**src/rtl/mem_arbiter.sv**
```systemverilog
// Two-port round-robin arbiter and sequencer for the single-ported program/data RAM.
// The CPU and DMA ports each run a req/ack handshake; one transaction owns the RAM at a time.
module mem_arbiter #(
   parameter int ADDR_W  = 8,
   parameter int DATA_W  = 8,
   parameter int MEM_LAT = 2
) (
   input  logic              clk,
   input  logic              reset,
   input  logic              cpu_req,
   input  logic              cpu_we,
   input  logic              cpu_lock,
   input  logic [ADDR_W-1:0] cpu_addr,
   input  logic [DATA_W-1:0] cpu_wdata,
   output logic              cpu_gnt,
   output logic              cpu_ack,
   output logic [DATA_W-1:0] cpu_rdata,
   input  logic              dma_req,
   input  logic              dma_we,
   input  logic              dma_lock,
   input  logic [ADDR_W-1:0] dma_addr,
   input  logic [DATA_W-1:0] dma_wdata,
   output logic              dma_gnt,
   output logic              dma_ack,
   output logic [DATA_W-1:0] dma_rdata,
   output logic              mem_en,
   output logic              mem_we,
   output logic [ADDR_W-1:0] mem_addr,
   output logic [DATA_W-1:0] mem_wdata,
   input  logic [DATA_W-1:0] mem_rdata,
   output logic              busy
);

   typedef enum logic [1:0] {IDLE, ACCESS, ACK} state_e;
   typedef enum logic [1:0] {OWN_NONE, OWN_CPU, OWN_DMA} owner_e;

   localparam logic [3:0] LAST_CNT = 4'(MEM_LAT - 1);

   state_e              state_q, state_d;
   owner_e              owner_q, owner_d;
   logic [3:0]          cnt_q, cnt_d;
   logic                lastDma_q, lastDma_d;
   logic                lockHold_q, lockHold_d;
   logic                we_q, we_d;
   logic [ADDR_W-1:0]   addr_q, addr_d;
   logic [DATA_W-1:0]   wdata_q, wdata_d;
   logic [DATA_W-1:0]   cpuRdata_q, cpuRdata_d;
   logic [DATA_W-1:0]   dmaRdata_q, dmaRdata_d;
   logic                winDma;
   logic                lockedReq;

   // A held lock always belongs to the previous owner; it only matters when both ports ask.
   always_comb begin
      lockedReq = lastDma_q ? dma_req : cpu_req;
      if (cpu_req && dma_req) begin
         winDma = lockHold_q ? lastDma_q : !lastDma_q;
      end else begin
         winDma = dma_req;
      end
   end

   always_ff @(posedge clk) begin
      if (reset) begin
         state_q    <= IDLE;
         owner_q    <= OWN_NONE;
         cnt_q      <= '0;
         lastDma_q  <= 1'b1;
         lockHold_q <= 1'b0;
         we_q       <= 1'b0;
         addr_q     <= '0;
         wdata_q    <= '0;
         cpuRdata_q <= '0;
         dmaRdata_q <= '0;
      end else begin
         state_q    <= state_d;
         owner_q    <= owner_d;
         cnt_q      <= cnt_d;
         lastDma_q  <= lastDma_d;
         lockHold_q <= lockHold_d;
         we_q       <= we_d;
         addr_q     <= addr_d;
         wdata_q    <= wdata_d;
         cpuRdata_q <= cpuRdata_d;
         dmaRdata_q <= dmaRdata_d;
      end
   end

   always_comb begin
      state_d    = state_q;
      owner_d    = owner_q;
      cnt_d      = cnt_q;
      lastDma_d  = lastDma_q;
      lockHold_d = lockHold_q;
      we_d       = we_q;
      addr_d     = addr_q;
      wdata_d    = wdata_q;
      cpuRdata_d = cpuRdata_q;
      dmaRdata_d = dmaRdata_q;
      case (state_q)
         IDLE: begin
            lockHold_d = lockHold_q && lockedReq && (winDma == lastDma_q);
            if (cpu_req || dma_req) begin
               state_d = ACCESS;
               cnt_d   = '0;
               owner_d = winDma ? OWN_DMA : OWN_CPU;
               we_d    = winDma ? dma_we : cpu_we;
               addr_d  = winDma ? dma_addr : cpu_addr;
               wdata_d = winDma ? dma_wdata : cpu_wdata;
            end
         end
         ACCESS: begin
            cnt_d = cnt_q + 4'd1;
            if (cnt_q == LAST_CNT) begin
               state_d = ACK;
               if (!we_q) begin
                  if (owner_q == OWN_DMA) begin
                     dmaRdata_d = mem_rdata;
                  end else begin
                     cpuRdata_d = mem_rdata;
                  end
               end
            end
         end
         ACK: begin
            state_d    = IDLE;
            owner_d    = OWN_NONE;
            lastDma_d  = (owner_q == OWN_DMA);
            lockHold_d = (owner_q == OWN_DMA) ? dma_lock : cpu_lock;
         end
         default: state_d = IDLE;
      endcase
   end

   // Every output is a decode of registered state, so no input-to-output paths exist.
   always_comb begin
      busy      = (state_q != IDLE);
      mem_en    = (state_q == ACCESS);
      mem_we    = (state_q == ACCESS) && we_q;
      mem_addr  = addr_q;
      mem_wdata = wdata_q;
      cpu_gnt   = (state_q != IDLE) && (owner_q == OWN_CPU);
      dma_gnt   = (state_q != IDLE) && (owner_q == OWN_DMA);
      cpu_ack   = (state_q == ACK) && (owner_q == OWN_CPU);
      dma_ack   = (state_q == ACK) && (owner_q == OWN_DMA);
      cpu_rdata = cpuRdata_q;
      dma_rdata = dmaRdata_q;
   end

endmodule

```
**config.mk**
```make
export PLATFORM = sky130hd
export DESIGN_NAME = mem_arbiter
export DESIGN_NICKNAME = d
export VERILOG_FILES = /design/src/rtl/mem_arbiter.sv
export SDC_FILE = /design/constraint.sdc
export NUM_CORES = 1
export LEC_CHECK = 0
export ABC_AREA = 1
export CAP_MARGIN = 5
export CORE_UTILIZATION = 38
export CTS_CLUSTER_SIZE = 40
export DETAILED_ROUTE_END_ITERATION = 8
export PLACE_DENSITY = 0.79
export SETUP_SLACK_MARGIN = 0.4
export SKIP_CTS_REPAIR_TIMING = 1
export SYNTH_ARGS = -nofsm -noshare
export SYNTH_HDL_FRONTEND = slang
export SYNTH_SLANG_ARGS = --single-unit
```
**constraint.sdc**
```tcl
create_clock -name clk -period 1.4 [get_ports clk]
set_clock_uncertainty 0.2 [all_clocks]
set_input_delay 0.21 -clock clk [delete_from_list [all_inputs] [get_ports clk]]
set_output_delay 0.21 -clock clk [all_outputs]
set_load 0.1 [all_outputs]
```
======== Word-level counts from Yosys, hierarchy flattened ========
Index checks and enable logic that the tools add are counted.
W data, S select, Z words.
cells by class
  add/subtract/negate cells ............... 1
  equal/unequal tests ..................... 8
  multiplexer cells ....................... 16
  bitwise gates (word level) .............. 2
  reduce and logical (&&, ||, !) cells .... 20
operators by type and width
  cell                   count
  $mux W8                2
  $logic_and A1 B1 Y1    8
  $mux W2                4
  $pmux W2 S2            2
  $pmux W4 S2            1
  $reduce_and A2 Y1      4
  $reduce_and A4 Y1      2
  $reduce_bool A2 Y1     3
  $mux W1                5
  $add A4 B1 Y4 const B  1
  $eq A2 B1 Y1 const B   2
  $eq A2 B2 Y1 const B   2
  $eq A4 B1 Y1 const B   1
  $mux W4                1
  $logic_not A2 Y1       1
  $ne A2 B1 Y1 const B   1
  $ne A2 B2 Y1 const B   1
  $not A1 Y1             2
  $pmux W1 S2            1
  $eq A1 B1 Y1           1
  $logic_not A1 Y1       1
  $logic_or A1 B1 Y1     1
word-level totals
  flip-flop bits (word level) ............. 43
  input port bits ......................... 48

======== Logic depth before layout (Yosys ltp) ========
  depth after elaboration ................. 6
  depth in mapped cells ................... 9
  gate-level depth less buffers ........... 8

======== Least setup slack after synthesis ========
No wires, ideal clock.
  kind .................................... flip-flop to output port
  start ................................... register state_q[1]
  end ..................................... output port cpu_gnt
  data arrival time ....................... 2.696 ns
  required time ........................... 0.990 ns
  slack ................................... -1.706 ns
  cell stages (with the launch flop) ...... 4
  buffers on the path ..................... 1
  cells stage by stage .................... dfxtp_1 nor2_1 clkbuf_1 nor3_1
between the ends
  longest elaborated chain between the ends .. 2
ends and longest elaborated chain
  what                    RTL line  text
  start, declared         39        state_e state_q, state_d;
  start signal, assigned  75        state_q <= state_d;
  $reduce_bool A2 Y1      141       cpu_gnt = (state_q != IDLE) && (owner_q == OWN_CPU);
  $logic_and A1 B1 Y1     141
  end, declared           15        output logic cpu_gnt,
Every way passes these cells.

======== Worst setup path in the final report ========
Ends and elaborated chain as after synthesis.

==> metrics.txt <==
# TYPE chip_impl_metric gauge
chip_impl_metric{name="finalNetCount",unit=""} 451
chip_impl_metric{name="numClockSinks",unit=""} 43
chip_impl_metric{name="static-leakage-power",unit="nW"} 1.779
chip_impl_metric{name="floorplan.die.width",unit="um"} 74.33
chip_impl_info{name="min_path_type",value="register to register"} 1
chip_impl_metric{name="drt-initial-drc-count",unit=""} 151
chip_impl_metric{name="final.period_utilization",unit=""} 1.279
chip_impl_metric{name="gp_routability_congestion",unit=""} 0.7857
chip_impl_metric{name="cts.reportedPaths.clkPinSlew",unit="ps"} 90
chip_impl_info{name="violations_in_the_final_reports",value="setup timing"} 1
chip_impl_metric{name="rows",unit=""} 25
chip_impl_metric{name="pwr_density_cell",unit="nW/um^2"} 964.7
chip_impl_metric{name="power.share.switching",unit=""} 0.3892
chip_impl_metric{name="synth_warnings",unit=""} 0
chip_impl_metric{name="core_area",unit="um^2"} 4880
chip_impl_metric{name="flow.area_growth_from_synthesis",unit="%"} 112.9
chip_impl_metric{name="ys_types",unit=""} 24
chip_impl_metric{name="clk-insertion-delay-late",unit="ps"} 310
chip_impl_metric{name="chipHeight",unit="um"} 74.33
chip_impl_metric{name="share_of_total_power_in_the_clock_network",unit=""} 0.240
chip_impl_metric{name="ant_nets",unit=""} 0
chip_impl_metric{name="total_switching_power",unit="mW"} 1.589
chip_impl_info{name="worst_setup_path_end_kind",value="output pin"} 1
chip_impl_metric{name="tightest_slew",unit="ps"} 429.0
chip_impl_metric{name="dp_hpwl",unit="um"} 4526
chip_impl_info{name="run_status",value="finished with violations"} 1
chip_impl_metric{name="placed_cells",unit=""} 440
chip_impl_info{name="cts_root_buffer",value="sky130_fd_sc_hd__clkbuf_8"} 1
chip_impl_metric{name="grt.total_usage",unit=""} 0.2338
chip_impl_metric{name="drive_above_1_share",unit=""} 0.4776
chip_impl_metric{name="post_synth_instance_area",unit="um^2"} 1988
chip_impl_metric{name="post-route-min-period",unit="ps"} 1790
chip_impl_metric{name="grt_start_max_net_pins",unit=""} 21
chip_impl_info{name="tritoncts_clock_tree",value="built"} 1
chip_impl_metric{name="required",unit="ps"} 990
chip_impl_metric{name="cts-root-to-sink-buffers",unit=""} 2
chip_impl_metric{name="initial_core_util",unit=""} 0.4074
chip_impl_metric{name="synth_seq_area_share",unit=""} 0.4330
chip_impl_metric{name="total_number_of_vias",unit=""} 2575
chip_impl_metric{name="fin_total_pwr",unit="mW"} 4.084
chip_impl_metric{name="die_area",unit="um^2"} 5525
chip_impl_metric{name="syn_avg_cell_area",unit="um^2"} 7.152
chip_impl_metric{name="hold-worst-slack",unit="ps"} 289.3
chip_impl_metric{name="placement.io_buffers",unit=""} 86
chip_impl_info{name="setup.worst_path.class",value="register to output pin"} 1
chip_impl_metric{name="number_of_levels_in_the_clock_h_tree",unit=""} 2
chip_impl_metric{name="grt_first_pass_wirelength",unit="um"} 9694
chip_impl_metric{name="postSynthRegisterBits",unit=""} 43
chip_impl_metric{name="drt_first_pass_iters",unit=""} 4
chip_impl_metric{name="diodes",unit=""} 0
chip_impl_metric{name="detail_route.wl_per_cell",unit="um"} 18.60
chip_impl_metric{name="hold_violations",unit=""} 0
chip_impl_metric{name="num_io_pins",unit=""} 87
chip_impl_metric{name="cts_made_buffers",unit=""} 5
chip_impl_metric{name="drc_errors",unit=""} 0
chip_impl_metric{name="final_critical_path_setup_slack",unit="ps"} -390.0
chip_impl_metric{name="first_global_vias",unit=""} 2227
chip_impl_metric{name="post_synth_inst_count",unit=""} 278
chip_impl_metric{name="sequentialPowerShare",unit=""} 0.336
chip_impl_info{name="cp-start-kind",value="register"} 1
chip_impl_metric{name="overall_overflow_remaining_after_global_route",unit=""} 0
chip_impl_metric{name="routed_wirelength",unit="um"} 8722
chip_impl_metric{name="worstPathArrival",unit="ps"} 1380
chip_impl_metric{name="setup_violations",unit=""} 46
chip_impl_metric{name="post_drt_via_cell_ratio",unit=""} 5.490
chip_impl_metric{name="relative_max_transition_margin",unit=""} 0.7129
chip_impl_metric{name="max_cap_violations",unit=""} 0
chip_impl_metric{name="crit_fanout",unit=""} 4
chip_impl_metric{name="fmax",unit="GHz"} 0.5586
chip_impl_metric{name="fin_cells",unit=""} 469
chip_impl_metric{name="syn-num-nets",unit=""} 328
chip_impl_info{name="rsz0062_at_grt",value="true"} 1
chip_impl_metric{name="peakVddDrop",unit="uV"} 587.0
chip_impl_metric{name="combinationalPowerShare",unit=""} 0.425
chip_impl_metric{name="antenna_found_initial",unit=""} 0
chip_impl_metric{name="report.final.slew_viol_count",unit=""} 0
chip_impl_metric{name="power_report.internal_total",unit="mW"} 2.494
-- kinds of logic (layout without fill, tap and decap cells) --
logic type	count (synthesis)	count (layout)	share of synthesized area
AOI/OAI and AO/OA	29	29	0.07552
xor gates and xnor gates	1	1	0.004406
adders and majority gates	2	2	0.01258
buffers and inverters	46	169	0.09629
DFF	43	43	0.4330
and+or+nand+nor	157	158	0.3782
-- layer usage --
layer  part of all wire  wire (um)  GRT usage  vias to the layer above
met1               0.35       3044     0.2418                     1216
met3              0.091        791    0.08537                       33
met5                  0          0          0                        -
met4              0.035        305    0.08805                        0
li1                   -          -          -                     1174
met2               0.53       4581     0.4303                      152
-- worst max-delay path, cell delays in order (launching register included) --
cell and delay, ps:
sky130_fd_sc_hd__dfxtp_4 370, sky130_fd_sc_hd__buf_6 110, sky130_fd_sc_hd__nor2_4 40, sky130_fd_sc_hd__buf_6 130, sky130_fd_sc_hd__nor3_4 210, sky130_fd_sc_hd__buf_12 210
-- cell usage in the layout, fill, tap and decap left out, types with 12 or more instances in the layout --
| cell type | n |
|---|---|
| sky130_fd_sc_hd__buf_6 | 12 |
| sky130_fd_sc_hd__clkdlybuf4s50_1 | 46 |
| sky130_fd_sc_hd__nand3_1 | 45 |
| sky130_fd_sc_hd__inv_1 | 22 |
| sky130_fd_sc_hd__nand4_1 | 17 |
| sky130_fd_sc_hd__dfxtp_4 | 34 |
| sky130_fd_sc_hd__buf_4 | 23 |
| sky130_fd_sc_hd__nor2_1 | 16 |
| sky130_fd_sc_hd__buf_12 | 43 |
| sky130_fd_sc_hd__nand2_1 | 41 |
-- synth_stat cells (all sizes together) --
| master | count | area (um^2) |
|---|---|---|
| nand2 | 57 | 216.5 |
| nand3 | 49 | 270.3 |
| dfxtp | 43 | 860.8 |
| inv | 31 | 116.4 |
| nor2 | 30 | 138.9 |
| nand4 | 17 | 106.4 |
| a21oi | 15 | 75.07 |
| o21ai | 13 | 68.82 |
| buf | 11 | 58.81 |
| nor3 | 4 | 20.02 |
| clkbuf | 3 | 11.26 |
| ha | 2 | 25.02 |
| clkinv | 1 | 5.000 |
| o22ai | 1 | 6.260 |
| xor2 | 1 | 8.760 |
-- area by class of cell --
type,instances,area (um^2)
clock buffers,5,68.82
clock inverters,3,38.79
fillers,233,646.9
inverters,32,145.1
multi-input cells,190,1227
flip-flops and latches,43,991.0
well taps,67,83.83
repair buffers,126,1657
repair inverters,3,21.27
-- worst paths after layout --
check                                from                       end  slack (ps)  cells past startpoint
hold / removal    owner_q[0]$_SDFFE_PP0P_   owner_q[0]$_SDFFE_PP0P_         290                      2
hold reg to reg   owner_q[0]$_SDFFE_PP0P_   owner_q[0]$_SDFFE_PP0P_         290                      2
setup reg to reg  state_q[1]$_SDFFE_PP0P_  mem_addr[3]$_SDFFE_PP0P_        -360                     10
setup / recovery  state_q[1]$_SDFFE_PP0P_                   cpu_gnt        -390                      5
-- power groups by stage --
stage                     sequential [mW]  clock (mW)  combinational (mW)
final                                1.37       0.978                1.73
after global routing                 1.38        1.05                1.80
after CTS                            1.36       0.965                1.46
after detailed placement             1.39           0                1.45
after global placement               1.38           0                1.43
after floorplan                      1.76           0               0.473
-- stage by stage --
step / setup TNS, ps / instance area, um^2 / setup slack (ps) / util
floorplan: -9778 / 2190 / -609.4 / -
global placement: -7835 / 3656 / -306.1 / 0.7492
detailed placement: -10160 / 3656 / -376.9 / 0.7492
CTS: -5586 / 3764 / -391.1 / 0.7713
global route: -14550 / 4233 / -444.8 / 0.8674
finish: -11890 / 4233 / -390.0 / 0.8674
-- sequential cells by signal (all words and copies together), names as in the netlist --
register / cells
cnt_q: 4
we_q: 1
dma_rdata: 8
cpu_rdata: 8
owner_q: 2
mem_addr: 8
lockHold_q: 1
state_q: 2
lastDma_q: 1
mem_wdata: 8
Power figures use the tool's default switching activity.
